File: src/rtl/wb_arb_pkg.sv
// Shared types and defaults for the writeback port arbiter.
// The ACC_HAZARD_EN macro enables the decode hazard check in the arbiter and FIFO.
package wb_arb_pkg;
  localparam int ARB_XLEN   = 32;
  localparam int ARB_REG_AW = 5;

  typedef enum logic [0:0] {
    NORMAL = 1'b0,
    STALL  = 1'b1
  } arb_state_e;

  typedef struct packed {
    logic [ARB_REG_AW-1:0] rd;
    logic [ARB_XLEN-1:0]   data;
  } wr_req_t;
endpackage

File: src/rtl/wb_result_fifo.sv
// Synchronous FIFO for accelerator write results with full/empty/count.
// With ACC_HAZARD_EN defined, it also exposes its storage and per-slot valid mask for hazard compares.
module wb_result_fifo #(
  parameter int W     = 37,
  parameter int DEPTH = 4
) (
  input  logic                     clk,
  input  logic                     rst_n,
  input  logic                     push,
  input  logic                     pop,
  input  logic [W-1:0]             wdata,
  output logic [W-1:0]             rdata,
  output logic                     full,
  output logic                     empty,
  output logic [$clog2(DEPTH):0]   count
`ifdef ACC_HAZARD_EN
  ,
  output logic [DEPTH-1:0][W-1:0]  mem_o,
  output logic [DEPTH-1:0]         vld_o
`endif
);
  localparam int PW = $clog2(DEPTH);

  logic [PW-1:0] wr_ptr_q, wr_ptr_d, rd_ptr_q, rd_ptr_d;
  logic [PW:0]   cnt_q, cnt_d;
  logic [W-1:0]  mem_q [DEPTH];
  logic [W-1:0]  mem_d [DEPTH];
  logic          do_push, do_pop;

  assign full    = cnt_q == (PW+1)'(DEPTH);
  assign empty   = cnt_q == '0;
  assign count   = cnt_q;
  assign rdata   = mem_q[rd_ptr_q];
  assign do_push = push && !full;
  assign do_pop  = pop && !empty;

  always_comb begin
    mem_d    = mem_q;
    wr_ptr_d = wr_ptr_q;
    rd_ptr_d = rd_ptr_q;
    if (do_push) begin
      mem_d[wr_ptr_q] = wdata;
      wr_ptr_d        = wr_ptr_q + PW'(1);
    end
    if (do_pop) rd_ptr_d = rd_ptr_q + PW'(1);
    cnt_d = cnt_q + (PW+1)'(do_push) - (PW+1)'(do_pop);
  end

  always_ff @(posedge clk) begin
    if (!rst_n) begin
      wr_ptr_q <= '0;
      rd_ptr_q <= '0;
      cnt_q    <= '0;
      for (int i = 0; i < DEPTH; i++) mem_q[i] <= '0;
    end else begin
      wr_ptr_q <= wr_ptr_d;
      rd_ptr_q <= rd_ptr_d;
      cnt_q    <= cnt_d;
      mem_q    <= mem_d;
    end
  end

`ifdef ACC_HAZARD_EN
  // A slot is live when its distance from the read pointer is below the occupancy.
  for (genvar g = 0; g < DEPTH; g++) begin : g_slot
    logic [PW-1:0] off;
    assign off      = PW'(g) - rd_ptr_q;
    assign vld_o[g] = {1'b0, off} < cnt_q;
    assign mem_o[g] = mem_q[g];
  end
`endif
endmodule

File: src/rtl/wb_port_arbiter.sv
// Arbitrates the register-file write port between the pipeline WB stage and buffered accelerator results.
// Optional ACC_HAZARD_EN adds dec_rs1/dec_rs2 inputs and a combinational hazard_o output.
module wb_port_arbiter
  import wb_arb_pkg::*;
#(
  parameter int XLEN       = ARB_XLEN,
  parameter int REG_AW     = ARB_REG_AW,
  parameter int DEPTH      = 4,
  parameter int STARVE_MAX = 8
) (
  input  logic              clk,
  input  logic              rst_n,
  input  logic              wb_valid,
  input  logic [REG_AW-1:0] wb_rd,
  input  logic [XLEN-1:0]   wb_data,
  input  logic              acc_valid,
  output logic              acc_ready,
  input  logic [REG_AW-1:0] acc_rd,
  input  logic [XLEN-1:0]   acc_data,
  output logic              stall_o,
  output logic              rf_we,
  output logic [REG_AW-1:0] rf_waddr,
  output logic [XLEN-1:0]   rf_wdata,
  output logic              fifo_empty
`ifdef ACC_HAZARD_EN
  ,
  input  logic [REG_AW-1:0] dec_rs1,
  input  logic [REG_AW-1:0] dec_rs2,
  output logic              hazard_o
`endif
);
  localparam int W  = REG_AW + XLEN;
  localparam int CW = $clog2(STARVE_MAX + 1);

  typedef struct packed {
    logic [REG_AW-1:0] rd;
    logic [XLEN-1:0]   data;
  } req_t;

  arb_state_e           state_q, state_d;
  logic [CW-1:0]        starve_q, starve_d;
  logic                 rf_we_q, rf_we_d;
  logic [REG_AW-1:0]    rf_waddr_q, rf_waddr_d;
  logic [XLEN-1:0]      rf_wdata_q, rf_wdata_d;
  logic                 full, empty, push, pop, pipe_win, has_entry;
  logic [$clog2(DEPTH):0] occ;
  logic [W-1:0]         head_bits;
  req_t                 head;

  assign acc_ready  = rst_n && !full;
  assign stall_o    = rst_n && (state_q == STALL);
  assign fifo_empty = empty;
  assign push       = acc_valid && acc_ready && (acc_rd != '0);
  assign pipe_win   = wb_valid && (wb_rd != '0);
  assign has_entry  = occ != '0;
  assign head       = req_t'(head_bits);
  assign rf_we      = rf_we_q;
  assign rf_waddr   = rf_waddr_q;
  assign rf_wdata   = rf_wdata_q;

`ifdef ACC_HAZARD_EN
  logic [DEPTH-1:0][W-1:0] mem;
  logic [DEPTH-1:0]        vld;
`endif

  wb_result_fifo #(.W(W), .DEPTH(DEPTH)) u_fifo (
    .clk   (clk),
    .rst_n (rst_n),
    .push  (push),
    .pop   (pop),
    .wdata ({acc_rd, acc_data}),
    .rdata (head_bits),
    .full  (full),
    .empty (empty),
    .count (occ)
`ifdef ACC_HAZARD_EN
    ,
    .mem_o (mem),
    .vld_o (vld)
`endif
  );

  // Starvation counter clears by default; only a pipeline win over a non-empty FIFO advances it.
  always_comb begin
    state_d    = NORMAL;
    starve_d   = '0;
    pop        = 1'b0;
    rf_we_d    = 1'b0;
    rf_waddr_d = rf_waddr_q;
    rf_wdata_d = rf_wdata_q;
    if (state_q == STALL) begin
      pop = has_entry;
    end else if (pipe_win) begin
      rf_we_d    = 1'b1;
      rf_waddr_d = wb_rd;
      rf_wdata_d = wb_data;
      if (has_entry) begin
        if (starve_q == CW'(STARVE_MAX - 1)) state_d  = STALL;
        else                                  starve_d = starve_q + CW'(1);
      end
    end else begin
      pop = has_entry;
    end
    if (pop) begin
      rf_we_d    = 1'b1;
      rf_waddr_d = head.rd;
      rf_wdata_d = head.data;
    end
  end

  always_ff @(posedge clk) begin
    if (!rst_n) begin
      state_q    <= NORMAL;
      starve_q   <= '0;
      rf_we_q    <= 1'b0;
      rf_waddr_q <= '0;
      rf_wdata_q <= '0;
    end else begin
      state_q    <= state_d;
      starve_q   <= starve_d;
      rf_we_q    <= rf_we_d;
      rf_waddr_q <= rf_waddr_d;
      rf_wdata_q <= rf_wdata_d;
    end
  end

`ifdef ACC_HAZARD_EN
  always_comb begin
    hazard_o = push && ((acc_rd == dec_rs1) || (acc_rd == dec_rs2));
    for (int i = 0; i < DEPTH; i++) begin
      if (vld[i] && (mem[i][XLEN +: REG_AW] != '0) &&
          ((mem[i][XLEN +: REG_AW] == dec_rs1) || (mem[i][XLEN +: REG_AW] == dec_rs2)))
        hazard_o = 1'b1;
    end
  end
`endif
endmodule

File: config.mk
export PLATFORM = sky130hd
export DESIGN_NAME = wb_port_arbiter
export DESIGN_NICKNAME = d
export VERILOG_FILES = /design/src/rtl/wb_arb_pkg.sv /design/src/rtl/wb_result_fifo.sv /design/src/rtl/wb_port_arbiter.sv
export SDC_FILE = /design/constraint.sdc
export NUM_CORES = 1
export LEC_CHECK = 0
export ABC_AREA = 1
export CAP_MARGIN = 10
export CELL_PAD_IN_SITES_DETAIL_PLACEMENT = 0
export CELL_PAD_IN_SITES_GLOBAL_PLACEMENT = 1
export CORE_ASPECT_RATIO = 1.2
export CORE_MARGIN = 5
export CORE_UTILIZATION = 30
export CTS_CLUSTER_DIAMETER = 120
export CTS_CLUSTER_SIZE = 14
export DETAILED_ROUTE_END_ITERATION = 16
export HOLD_SLACK_MARGIN = 0.03
export PLACE_DENSITY_LB_ADDON = 0.08
export SLEW_MARGIN = 20
export SYNTH_ARGS = -nofsm -noshare
export SYNTH_HDL_FRONTEND = slang
export SYNTH_SLANG_ARGS = --single-unit
export TNS_END_PERCENT = 50
File: constraint.sdc
create_clock -name clk -period 4.8 [get_ports clk]
set_input_delay 0.48 -clock clk [delete_from_list [all_inputs] [get_ports clk]]
set_output_delay 0.48 -clock clk [all_outputs]
set_load 0.1 [all_outputs]
# Word level (Yosys, flattened, before mapping)
# Cells that the tools add are included.
# Widths: inputs -> output; s select.
word_totals:
  mem_count: 0
  in_bits: 78
  latchBits: 0
  ff_bits: 198
  rom_bits: 0
  ram_bits: 0
  wordCells: 64
op_classes:
  mul: 0
  bitwise_logic: 5
  order_cmp: 3
  n_eq_ne: 3
  n_shift: 0
  n_reduce_logical: 18
  addsub: 5
  n_div: 0
  n_mux: 18
ops:
  columns: ["operator", "n"]
  rows:
  - ["$bwmux 148", 1]
  - ["$mux 37", 3]
  - ["$mux 32", 3]
  - ["$bmux 37 s2", 1]
  - ["$demux 37 s2", 1]
  - ["$mux 5", 3]
  - ["$reduce_bool 5->1", 2]
  - ["$logic_and 1x1->1", 8]
  - ["$ge 3x3->1 const B", 2]
  - ["$mux 1", 6]
  - ["$not 2->3", 2]
  - ["$reduce_or 5->1", 1]
  - ["$add 2x1->2 const B", 2]
  - ["$add 4x1->4 const B", 1]
  - ["$eq 4x3->1 const B", 1]
  - ["$reduce_or 4->1", 1]
  - ["$add 3x1->3", 1]
  - ["$eq 3x3->1 const B", 1]
  - ["$logic_not 3->1", 1]
  - ["$lt 3x1->1 const B", 1]
  - ["$not 1->1", 3]
  - ["$reduce_bool 3->1", 1]
  - ["$sub 3x1->3", 1]
  - ["$logic_not 1->1", 2]
  - ["3 further kinds", 3]

# Longest topological paths before layout
# Gate-level depths: netlist of run 1.
logic_depth:
  depth_word: 8
  ltp_mapped: 12

# Modules after synthesis
# From an unflattened synthesis of run 1, not the netlist that was laid out.
hier_totals:
  hier_cells: 1742
  area_unflattened_um2: 10978.0
by_module_without_submodules:
  columns: ["mod", "area_per_inst_um2", "seq_area_each_um2", "instances", "cells_per_inst"]
  rows:
  - ["wb_result_fifo", 8652.0, 3103.0, 1, 1419]
  - ["wb_port_arbiter", 2326.0, 860.8, 1, 323]

# Least setup slack after synthesis of run 1
# OpenSTA, ideal clock, no wires.
synth_timing:
  path_kind: "input-to-reg"
  startpoint: "input port wb_valid"
  endpoint: "register u_fifo.cnt_q[2], in the netlist u_fifo.count[2]"
  stages: 12
  path_slack_ps: 2231
  setup_ps: 70
  arrival_ps: 2499
  n_path_buf: 1
  cell_sequence: "inv_1 > nor2_1 > nand2_2 > buf_4 > nand2_1 > inv_1 > ha_1 > inv_1 > ha_1 > fa_1 > or2_2 > a21oi_1"
synth_between:
  elab_chain_len: 5
synth_lines:
  columns: ["element", "line", "rtl"]
  rows:
  - ["from (decl)", "wb_port_arbiter.sv:13", "input logic wb_valid,"]
  - ["$logic_and 1x1->1", "wb_port_arbiter.sv:54", "assign pipe_win = wb_valid && (wb_rd != '0);"]
  - ["$mux 1", "wb_port_arbiter.sv:93", "end else if (pipe_win) begin"]
  - ["$mux 1", "wb_port_arbiter.sv:91", "if (state_q == STALL) begin"]
  - ["$logic_and 1x1->1", "wb_result_fifo.sv:35", "assign do_pop = pop && !empty;"]
  - ["named net u_fifo.do_pop", "wb_result_fifo.sv:28", "logic do_push, do_pop;"]
  - ["$sub 3x1->3", "wb_result_fifo.sv:46", "cnt_d = cnt_q + (PW+1)'(do_push) - (PW+1)'(do_pop);"]
  - ["to (signal assigned)", "wb_result_fifo.sv:58", "cnt_q <= cnt_d;"]
  - ["to (decl)", "wb_result_fifo.sv:25", "logic [PW:0] cnt_q, cnt_d;"]
# The timed path passes the listed nets, and every way through them passes these cells.
# A chain may end at the register's enable or synchronous reset.

# Final worst setup path of run 1
layout_timing:
  startpoint: "register u_fifo.cnt_q[2], in the netlist u_fifo.count[2]"
  endpoint: "output port fifo_empty"
layout_between:
  elab_chain_len: 1
layout_lines:
  columns: ["element", "line", "rtl"]
  rows:
  - ["$logic_not 3->1", "wb_result_fifo.sv:31", "assign empty = cnt_q == '0;"]
  - ["to (decl)", "wb_port_arbiter.sv:24", "output logic fifo_empty"]
# No other way between the ends.

==> results of run 1 <==
[tightest hold or removal path, cell delays in order]
cell and delay [ps]:
buf_6 210, nand2_1 100, inv_1 30
[metal layers]
metal | global-route usage | share of wire | vias to the layer above
met5 | 0 | 0 | -
met3 | 0.0260 | 0.027 | 14
li1 | - | - | 4905
met2 | 0.331 | 0.51 | 111
met4 | 0.0306 | 0.0076 | 0
met1 | 0.236 | 0.45 | 4394
[where the power goes]
part	leakage (nW)	internal [mW]	switching [mW]
clock	0.272	0.743	0.681
sequential	1.61	1.82	0.119
combinational	3.32	0.596	1.69
[state kept, by name, indices dropped and copies added, names as in the netlist, 2 cells and up]
register	flops
starve_q	4
rf_waddr	5
u_fifo.wr_ptr_q	2
u_fifo.count	3
u_fifo.mem_q	148
rf_wdata	32
u_fifo.rd_ptr_q	2
[worst min-delay path by stage]
stage	end	depth (start not counted)	start
detailed placement	rf_wdata[8]	2	rf_wdata[8]
CTS	u_fifo.count[1]	3	rst_n
finish	u_fifo.count[1]	3	rst_n
floorplan	starve_q[0]	1	starve_q[0]
global route	u_fifo.count[0]	3	rst_n
global placement	starve_q[0]	1	starve_q[0]
[final cells by class]
type,count,area (um2),area share
timing repair buffer,138,1350,0.114
clock inverter,11,104,0.00883
sequential,198,3970,0.337
tap,407,509,0.0433
multi-input combinational,1096,4740,0.403
clock buffer,20,457,0.0388
inverter,171,642,0.0546
[cell families after synthesis]
family | synth area share
AOI/OAI and AO/OA | 0.0206
adders and majority gates | 0.0109
DFF | 0.403
buffers and inverters | 0.118
xor gates and xnor gates | 0.00356
and+or+nand+nor | 0.444
[Yosys cell counts]
| cell | count |
|---|---|
| buf_6 | 12 |
| nand3_4 | 1 |
| xor2_1 | 3 |
| nor2_1 | 329 |
| xnor2_1 | 1 |
| buf_1 | 10 |
| nand2_1 | 419 |
| ha_1 | 7 |
| or2_2 | 1 |
| buf_4 | 1 |
| nand3_1 | 278 |
| a21oi_1 | 5 |
| buf_2 | 26 |
| nor2_4 | 4 |
| fa_1 | 1 |
| nand3b_1 | 4 |
| nor3_4 | 1 |
| inv_1 | 169 |
| a21oi_4 | 1 |
| clkinv_1 | 2 |
| o21ai_0 | 31 |
| nand4_1 | 5 |
| nor2_2 | 2 |
| o22ai_1 | 1 |
| nand3_2 | 1 |
| dfxtp_1 | 198 |
| clkbuf_1 | 55 |
| nand2_2 | 1 |
==> results.py, run 1 <==
metrics = {
    "run_status": {
        "status": "complete, no violations",
    },
    "synthesis": {
        "yosysSeqAreaShare": 0.403,
        "synth_largest_type_area_fraction": 0.403,
        "synth_top_cell_by_area": "dfxtp_1",
        "synthCells": 1569,
        "ys_types": 28,
        "syn-cell-area_um2": 9840,
        "synth_top_cells_by_area": "dfxtp_1, nand2_1, nand3_1",
        "postSynthNetCount": 1655,
        "postSynthRegisterBits": 198,
        "yosysWarningCount": 0,
        "post_syn_area_per_cell_um2": 6.27,
    },
    "worst_setup_path": {
        "slowest_delay_ps": 1200,
        "worstReg2RegEnd": "u_fifo.count[2]",
        "worstSetupEndpointType": "output pin",
        "path_class": "flip-flop to output pin",
        "crit_cells": 3,
        "rrSetupSlack_ps": 1900,
        "cp.required_ps": 4320,
        "ff2ff_path_depth": 11,
        "path_delay_family": "buffers and inverters",
        "setup.worst_path.start": "u_fifo.count[2]",
        "arrival_worst_endpoint_ps": 2620,
        "reg2reg_from": "u_fifo.count[2]",
        "timing.critical_path.fanout_max": 25,
        "worstPathCellList": "nor3_4 > buf_4 > clkdlybuf4s50_1",
        "critical_path.slowest_cell": "clkdlybuf4s50_1",
        "worst_setup_path_start_kind": "flip-flop",
        "timing.critical_path.buf_inv": 2,
        "timing.critical_path.to": "fifo_empty",
    },
    "floorplan": {
        "die_area_um2": 36500,
        "boundaryPins": 119,
        "coreArea_um2": 32300,
        "start_util": 0.304,
        "num_rows": 72,
        "die_x_extent_um": 175,
        "die_height_um": 208,
    },
    "final_layout": {
        "fraction_of_layout_instances_using_a_drive_strength_above_1": 0.0435,
        "layout_commonest_cell": "nand2_1",
        "antenna_cells_inserted": 0,
        "layout_nets": 1708,
        "layout_common_cells": "nand2_1, nor2_1, nand3_1",
        "area_growth_synth_to_finish_pct": 19.5,
        "layout.cell_area.non_filler_um2": 11800,
        "final.fill_count": 3567,
        "finalNonFillerCells": 2041,
        "finish.utilization": 0.364,
    },
    "sta": {
        "layout_setup_ws_ps": 1700,
        "slew_headroom": 0.274,
        "timing_hold_violations_final": 0,
        "rsz0062_at_grt": "false",
        "setup_violations": 0,
        "clock-skew-final_ps": 13.8,
        "fin_tns_setup_ps": 0,
        "final_critical_period_ps": 3100,
        "clock.fmax_ghz": 0.322,
        "max_slew_violation_total_from_the_final_report": 0,
        "transition_at_the_pin_with_the_smallest_max_transition_slack_ps": 1090,
        "worst_hold_margin_ps": 430,
        "finalCritPeriodShare": 0.646,
    },
    "place": {
        "port_buffers": 118,
        "hpwlAfterDp_um": 20000,
        "place_inst": 2010,
        "final_gp_congestion": 0.734,
        "postPlaceCellArea_um2": 11200,
        "worst_slack_after_detailed_placement_ps": 1530,
    },
    "drt": {
        "finalWirelength_um": 33600,
        "vias_per_std_cell": 4.62,
        "count_of_unresolved_drc_violations_after_routing": 0,
        "wire_per_inst_um": 16.5,
        "drt_pre_antenna_iters": 5,
        "count_of_nets_left_with_antenna_violations_after_detail_routing": 0,
        "vias": 9424,
        "detail_route.iter0.violations": 608,
    },
    "clock_tree": {
        "cts-root-buf": "clkbuf_16",
        "post-cts-setup-buffer-count": 0,
        "clock-sinks": 198,
        "clk_pin_slew_ps": 80,
        "clock_tree_from_tritoncts": "yes",
        "total_clock_buffers_created_by_cts": 17,
        "cts-resized-gates": 0,
        "max-clock-path-buffers": 2,
        "clock_latency_ps": 440,
        "cts-htree-levels": 4,
        "postCtsHoldBufs": 0,
    },
    "pwr": {
        "power_per_cell_area_nw_per_um2": 480,
        "total_power_mw": 5.65,
        "vdd_drop_max_v": 0.000234,
        "static-leakage-power_nw": 5.21,
    },
    "grt": {
        "first_global_vias": 9157,
        "antenna_found_initial": 0,
        "largest_net_degree_at_the_start_of_global_routing": 113,
        "grt_pass1_wl_um": 52700,
        "globalRouteTotalUtil": 0.184,
        "grt-ovfl-total": 0,
    },
    "flow_run": {
        "maxCapViolCount": 0,
    },
    "worst_hold_path": {
        "type_of_the_most_critical_hold_path": "input port to flip-flop",
    },
}
No activity file was read; power rests on OpenSTA's default activity.
==> run 2: changes to the inputs <==
- clock period: 4.8 -> 2.9 ns (I/O delays scaled with it)
==> results.py, run 2 (synthesis gave the netlist of run 1 again) <==
metrics = {
    "run_status": {
        "status": "complete, no violations",
    },
    "worst_setup_path": {
        "cp.required_ps": 3270,
        "path_class": "flip-flop to flip-flop",
        "worst_setup_path_start_kind": "flip-flop",
        "timing.critical_path.fanout_max": 4,
        "arrival_worst_endpoint_ps": 2810,
        "worstSetupEndpointType": "flip-flop",
    },
    "sta": {
        "fin_tns_setup_ps": 0,
        "timing_hold_violations_final": 0,
        "clock-skew-final_ps": 12.6,
        "finalCritPeriodShare": 0.840,
        "setup_violations": 0,
        "max_slew_violation_total_from_the_final_report": 0,
        "transition_at_the_pin_with_the_smallest_max_transition_slack_ps": 1130,
        "final_critical_period_ps": 2440,
        "slew_headroom": 0.243,
        "clock.fmax_ghz": 0.411,
        "rsz0062_at_grt": "false",
    },
    "grt": {
        "globalRouteTotalUtil": 0.181,
        "grt-ovfl-total": 0,
        "grt_pass1_wl_um": 52100,
        "largest_net_degree_at_the_start_of_global_routing": 181,
        "antenna_found_initial": 0,
        "first_global_vias": 8924,
    },
    "clock_tree": {
        "max-clock-path-buffers": 2,
        "clock-sinks": 198,
        "clock_latency_ps": 440,
        "postCtsHoldBufs": 0,
        "total_clock_buffers_created_by_cts": 17,
        "cts-resized-gates": 0,
        "cts-htree-levels": 4,
        "clk_pin_slew_ps": 70,
        "cts-root-buf": "clkbuf_16",
        "clock_tree_from_tritoncts": "yes",
        "post-cts-setup-buffer-count": 0,
    },
    "worst_hold_path": {
        "type_of_the_most_critical_hold_path": "input port to flip-flop",
    },
    "floorplan": {
        "start_util": 0.304,
        "coreArea_um2": 32300,
        "boundaryPins": 119,
        "die_x_extent_um": 175,
        "die_area_um2": 36500,
        "die_height_um": 208,
        "num_rows": 72,
    },
    "drt": {
        "vias_per_std_cell": 4.59,
        "vias": 9381,
        "count_of_unresolved_drc_violations_after_routing": 0,
        "finalWirelength_um": 33500,
        "detail_route.iter0.violations": 470,
        "count_of_nets_left_with_antenna_violations_after_detail_routing": 0,
        "drt_pre_antenna_iters": 6,
        "wire_per_inst_um": 16.4,
    },
    "final_layout": {
        "largest_register_ffs": 148,
        "layout_nets": 1713,
        "area_growth_synth_to_finish_pct": 20.4,
        "layout_common_cells": "nand2_1, nor2_1, nand3_1",
        "fraction_of_layout_instances_using_a_drive_strength_above_1": 0.0714,
        "layout_commonest_cell": "nand2_1",
        "antenna_cells_inserted": 0,
        "final.fill_count": 3633,
        "largest_register": "u_fifo.mem_q",
    },
    "place": {
        "final_gp_congestion": 0.781,
        "hpwlAfterDp_um": 19500,
        "port_buffers": 118,
    },
    "pwr": {
        "intPower_mw": 5.45,
        "p_switching_mw": 4.15,
        "total_power_mw": 9.60,
        "clock_power_share": 0.263,
        "power_frac_comb": 0.405,
        "power_per_cell_area_nw_per_um2": 810,
        "swShare": 0.433,
        "vdd_drop_max_v": 0.000367,
        "static-leakage-power_nw": 5.35,
        "power.share.sequential": 0.332,
    },
    "flow_run": {
        "maxCapViolCount": 0,
    },
}
[run 2: cell count changes in the layout (fill, tap and decap cells not counted), sizes merged]
cell           before  now
buf                21   67
inv               169  171
clkbuf             20   19
clkinv             10    6
clkdlybuf4s50     117   76
bufinv              1    3
[run 2: final cells by class]
cell class                      count  area, um2  share of cell area
Multi-Input combinational cell   1096       4740               0.400
Timing Repair Buffer              143       1390               0.118
Inverter                          171        642              0.0542
Sequential cell                   198       3970               0.335
Clock buffer                       19        453              0.0382
Tap cell                          407        509              0.0430
Clock inverter                     11        150              0.0127
[run 2: final timing paths]
check,cells after the start,endpoint,start,slack [ps]
worst max-delay path,10,u_fifo.count[2],u_fifo.count[2],460
worst min-delay path,3,u_fifo.count[2],rst_n,190
worst max register to register,10,u_fifo.count[2],u_fifo.count[2],460
worst min register to register,1,starve_q[0],starve_q[0],450
[run 2: per-stage QoR]
stage / hold WS [ps] / setup slack (ps) / std cells / cell area, um2 / utilization
floorplan: 418 / 485 / 1569 / 9840 / -
global placement: 436 / 236 / 2015 / 11200 / 0.348
detailed placement: 441 / 250 / 2015 / 11200 / 0.348
CTS: 183 / 437 / 2045 / 11900 / 0.366
global route: 219 / 361 / 2045 / 11900 / 0.366
finish: 195 / 465 / 2045 / 11900 / 0.366
[run 2: power by group through the flow]
stage          clock network, mW  registers [mW]  logic (mW)
2_1_floorplan                  0            4.09        1.85
3_3_place_gp                   0            3.25        3.95
3_5_place_dp                   0            3.25        3.96
4_1_cts                     2.60            3.19        3.97
5_1_grt                     2.69            3.22        4.27
6_report                    2.52            3.18        3.89
[run 2: metal layers]
layer / global-route usage / share of wire / vias to the layer above
met5: 0 / 0 / -
met4: 0.0369 / 0.012 / 0
met3: 0.0267 / 0.027 / 17
met2: 0.323 / 0.51 / 120
met1: 0.233 / 0.45 / 4333
li1: - / - / 4911
[run 2: worst max-delay path, stage by stage, from the launching register on]
cell	delay (ps)
dfxtp_1	380
nor3_4	310
clkinv_1	150
nand2_1	170
inv_1	90
ha_1	270
inv_1	30
ha_1	180
fa_1	370
or2_2	300
a21oi_1	110
==> run 3: changes to the inputs <==
- clock period: 2.9 -> 2.3 ns (I/O delays scaled with it)
==> results.py, run 3 (synthesis gave the netlist of run 1 again) <==
metrics = {
    "floorplan": {
        "die_area_um2": 36500,
        "coreArea_um2": 32300,
        "start_util": 0.304,
        "die_x_extent_um": 175,
        "boundaryPins": 119,
        "die_height_um": 208,
        "num_rows": 72,
    },
    "drt": {
        "count_of_unresolved_drc_violations_after_routing": 0,
        "vias": 9494,
        "finalWirelength_um": 33700,
        "wire_per_inst_um": 16.3,
        "vias_per_std_cell": 4.58,
        "count_of_nets_left_with_antenna_violations_after_detail_routing": 0,
        "detail_route.iter0.violations": 494,
        "drt_pre_antenna_iters": 6,
    },
    "clock_tree": {
        "max-clock-path-buffers": 2,
        "total_clock_buffers_created_by_cts": 17,
        "clock-sinks": 198,
        "cts-htree-levels": 4,
        "clock_latency_ps": 440,
        "cts-root-buf": "clkbuf_16",
        "clock_tree_from_tritoncts": "yes",
        "clk_pin_slew_ps": 80,
        "post-cts-setup-buffer-count": 0,
    },
    "sta": {
        "transition_at_the_pin_with_the_smallest_max_transition_slack_ps": 758,
        "clock.fmax_ghz": 0.473,
        "slew_headroom": 0.495,
        "max_slew_violation_total_from_the_final_report": 0,
        "clock-skew-final_ps": 13.7,
        "finalCritPeriodShare": 0.919,
        "final_critical_period_ps": 2110,
        "rsz0062_at_grt": "false",
        "setup_violations": 0,
        "fin_tns_setup_ps": 0,
        "timing_hold_violations_final": 0,
    },
    "pwr": {
        "static-leakage-power_nw": 5.49,
        "vdd_drop_max_v": 0.000484,
        "total_power_mw": 12.2,
        "power_per_cell_area_nw_per_um2": 1010,
    },
    "grt": {
        "global_route.usage.met2": 0.321,
        "met1_usage": 0.235,
        "global_route.usage.met3": 0.0256,
        "largest_net_degree_at_the_start_of_global_routing": 179,
        "antenna_found_initial": 0,
        "grt-ovfl-total": 0,
        "globalRouteTotalUtil": 0.182,
        "grt_pass1_wl_um": 53200,
        "grt.busiest_layer": "met2",
        "first_global_vias": 9343,
    },
    "run_status": {
        "status": "complete, no violations",
    },
    "worst_setup_path": {
        "timing.critical_path.fanout_max": 3,
        "path_class": "flip-flop to flip-flop",
        "worst_setup_path_start_kind": "flip-flop",
        "arrival_worst_endpoint_ps": 2490,
        "cp.required_ps": 2680,
        "worstSetupEndpointType": "flip-flop",
        "rrSetupSlack_ps": 190,
    },
    "place": {
        "hpwlAfterDp_um": 20400,
        "port_buffers": 118,
        "final_gp_congestion": 0.751,
    },
    "final_layout": {
        "largest_register": "u_fifo.mem_q",
        "final.fill_count": 3624,
        "layout_common_cells": "nand2_1, nor2_1, nand3_1",
        "fraction_of_layout_instances_using_a_drive_strength_above_1": 0.0870,
        "layout_commonest_cell": "nand2_1",
        "layout_nets": 1739,
        "antenna_cells_inserted": 0,
        "area_growth_synth_to_finish_pct": 22.7,
        "largest_register_ffs": 148,
    },
    "worst_hold_path": {
        "type_of_the_most_critical_hold_path": "input port to flip-flop",
    },
    "flow_run": {
        "maxCapViolCount": 0,
    },
}
[run 3: cell count changes in the layout (fill, tap and decap cells not counted)]
cell / delta
nand2_1: -1
buf_4: +25
clkinv_4: -1
buf_12: -2
nor2_2: +1
dlygate4sd3_1: +1
clkbuf_1: +2
clkbuf_8: -1
nand2_2: +1
nor2_1: -1
inv_6: +3
buf_16: +1
clkinv_1: -1
clkbuf_16: +1
[run 3: final cells by class]
type                    count  area (um2)  area share
flip-flops and latches    198        3970       0.329
well taps                 407         509      0.0422
inverters                 171         643      0.0533
clock inverters            12         163      0.0135
clock buffers              20         447      0.0370
repair buffers            169        1600       0.133
multi-input cells        1096        4740       0.393
[run 3: what timing repair did]
item                       4_1_cts  5_1_grt
setup endpoints to repair        0        1
hold buffers                     1        0
hold endpoints to repair         2        0
resized for setup                0        1
[run 3: per-stage QoR]
stage	hold WS [ps]	setup WS, ps	instance area [um2]	util	cells
after floorplan	365	23.1	9850	-	1569
after global placement	434	-145	11400	0.353	2039
after detailed placement	438	-183	11400	0.353	2039
after CTS	422	35.8	12000	0.372	2072
after global routing	438	2.44	12100	0.373	2073
final	437	185	12100	0.373	2073
[run 3: worst paths after layout]
kind / startpoint / to / cells after the start
worst max-delay path: u_fifo.count[0] / u_fifo.count[2] / 10
worst min-delay path: wb_data[13] / rf_wdata[13] / 5
worst max register to register: u_fifo.count[0] / u_fifo.count[2] / 10
worst min register to register: starve_q[0] / starve_q[0] / 1
[run 3: power breakdown]
part	switching [mW]	total [mW]	internal, mW
logic	3.59	4.94	1.35
clock network	1.44	3.20	1.76
registers	0.207	4.00	3.80
total	5.24	12.2	6.91
[run 3: worst max-delay path, stage by stage, from the launching register on]
cell and delay (ps):
dfxtp_1 360, nor3_4 220, clkinv_2 90, nand2_2 70, inv_1 50, ha_1 260, inv_1 40, ha_1 180
fa_1 380, or2_2 300, a21oi_1 110
[run 3: routing by layer]
metal	vias up	share of wire
li1	4966	-
met1	4386	0.46
met2	124	0.50
met3	18	0.025
met4	0	0.017
met5	-	0
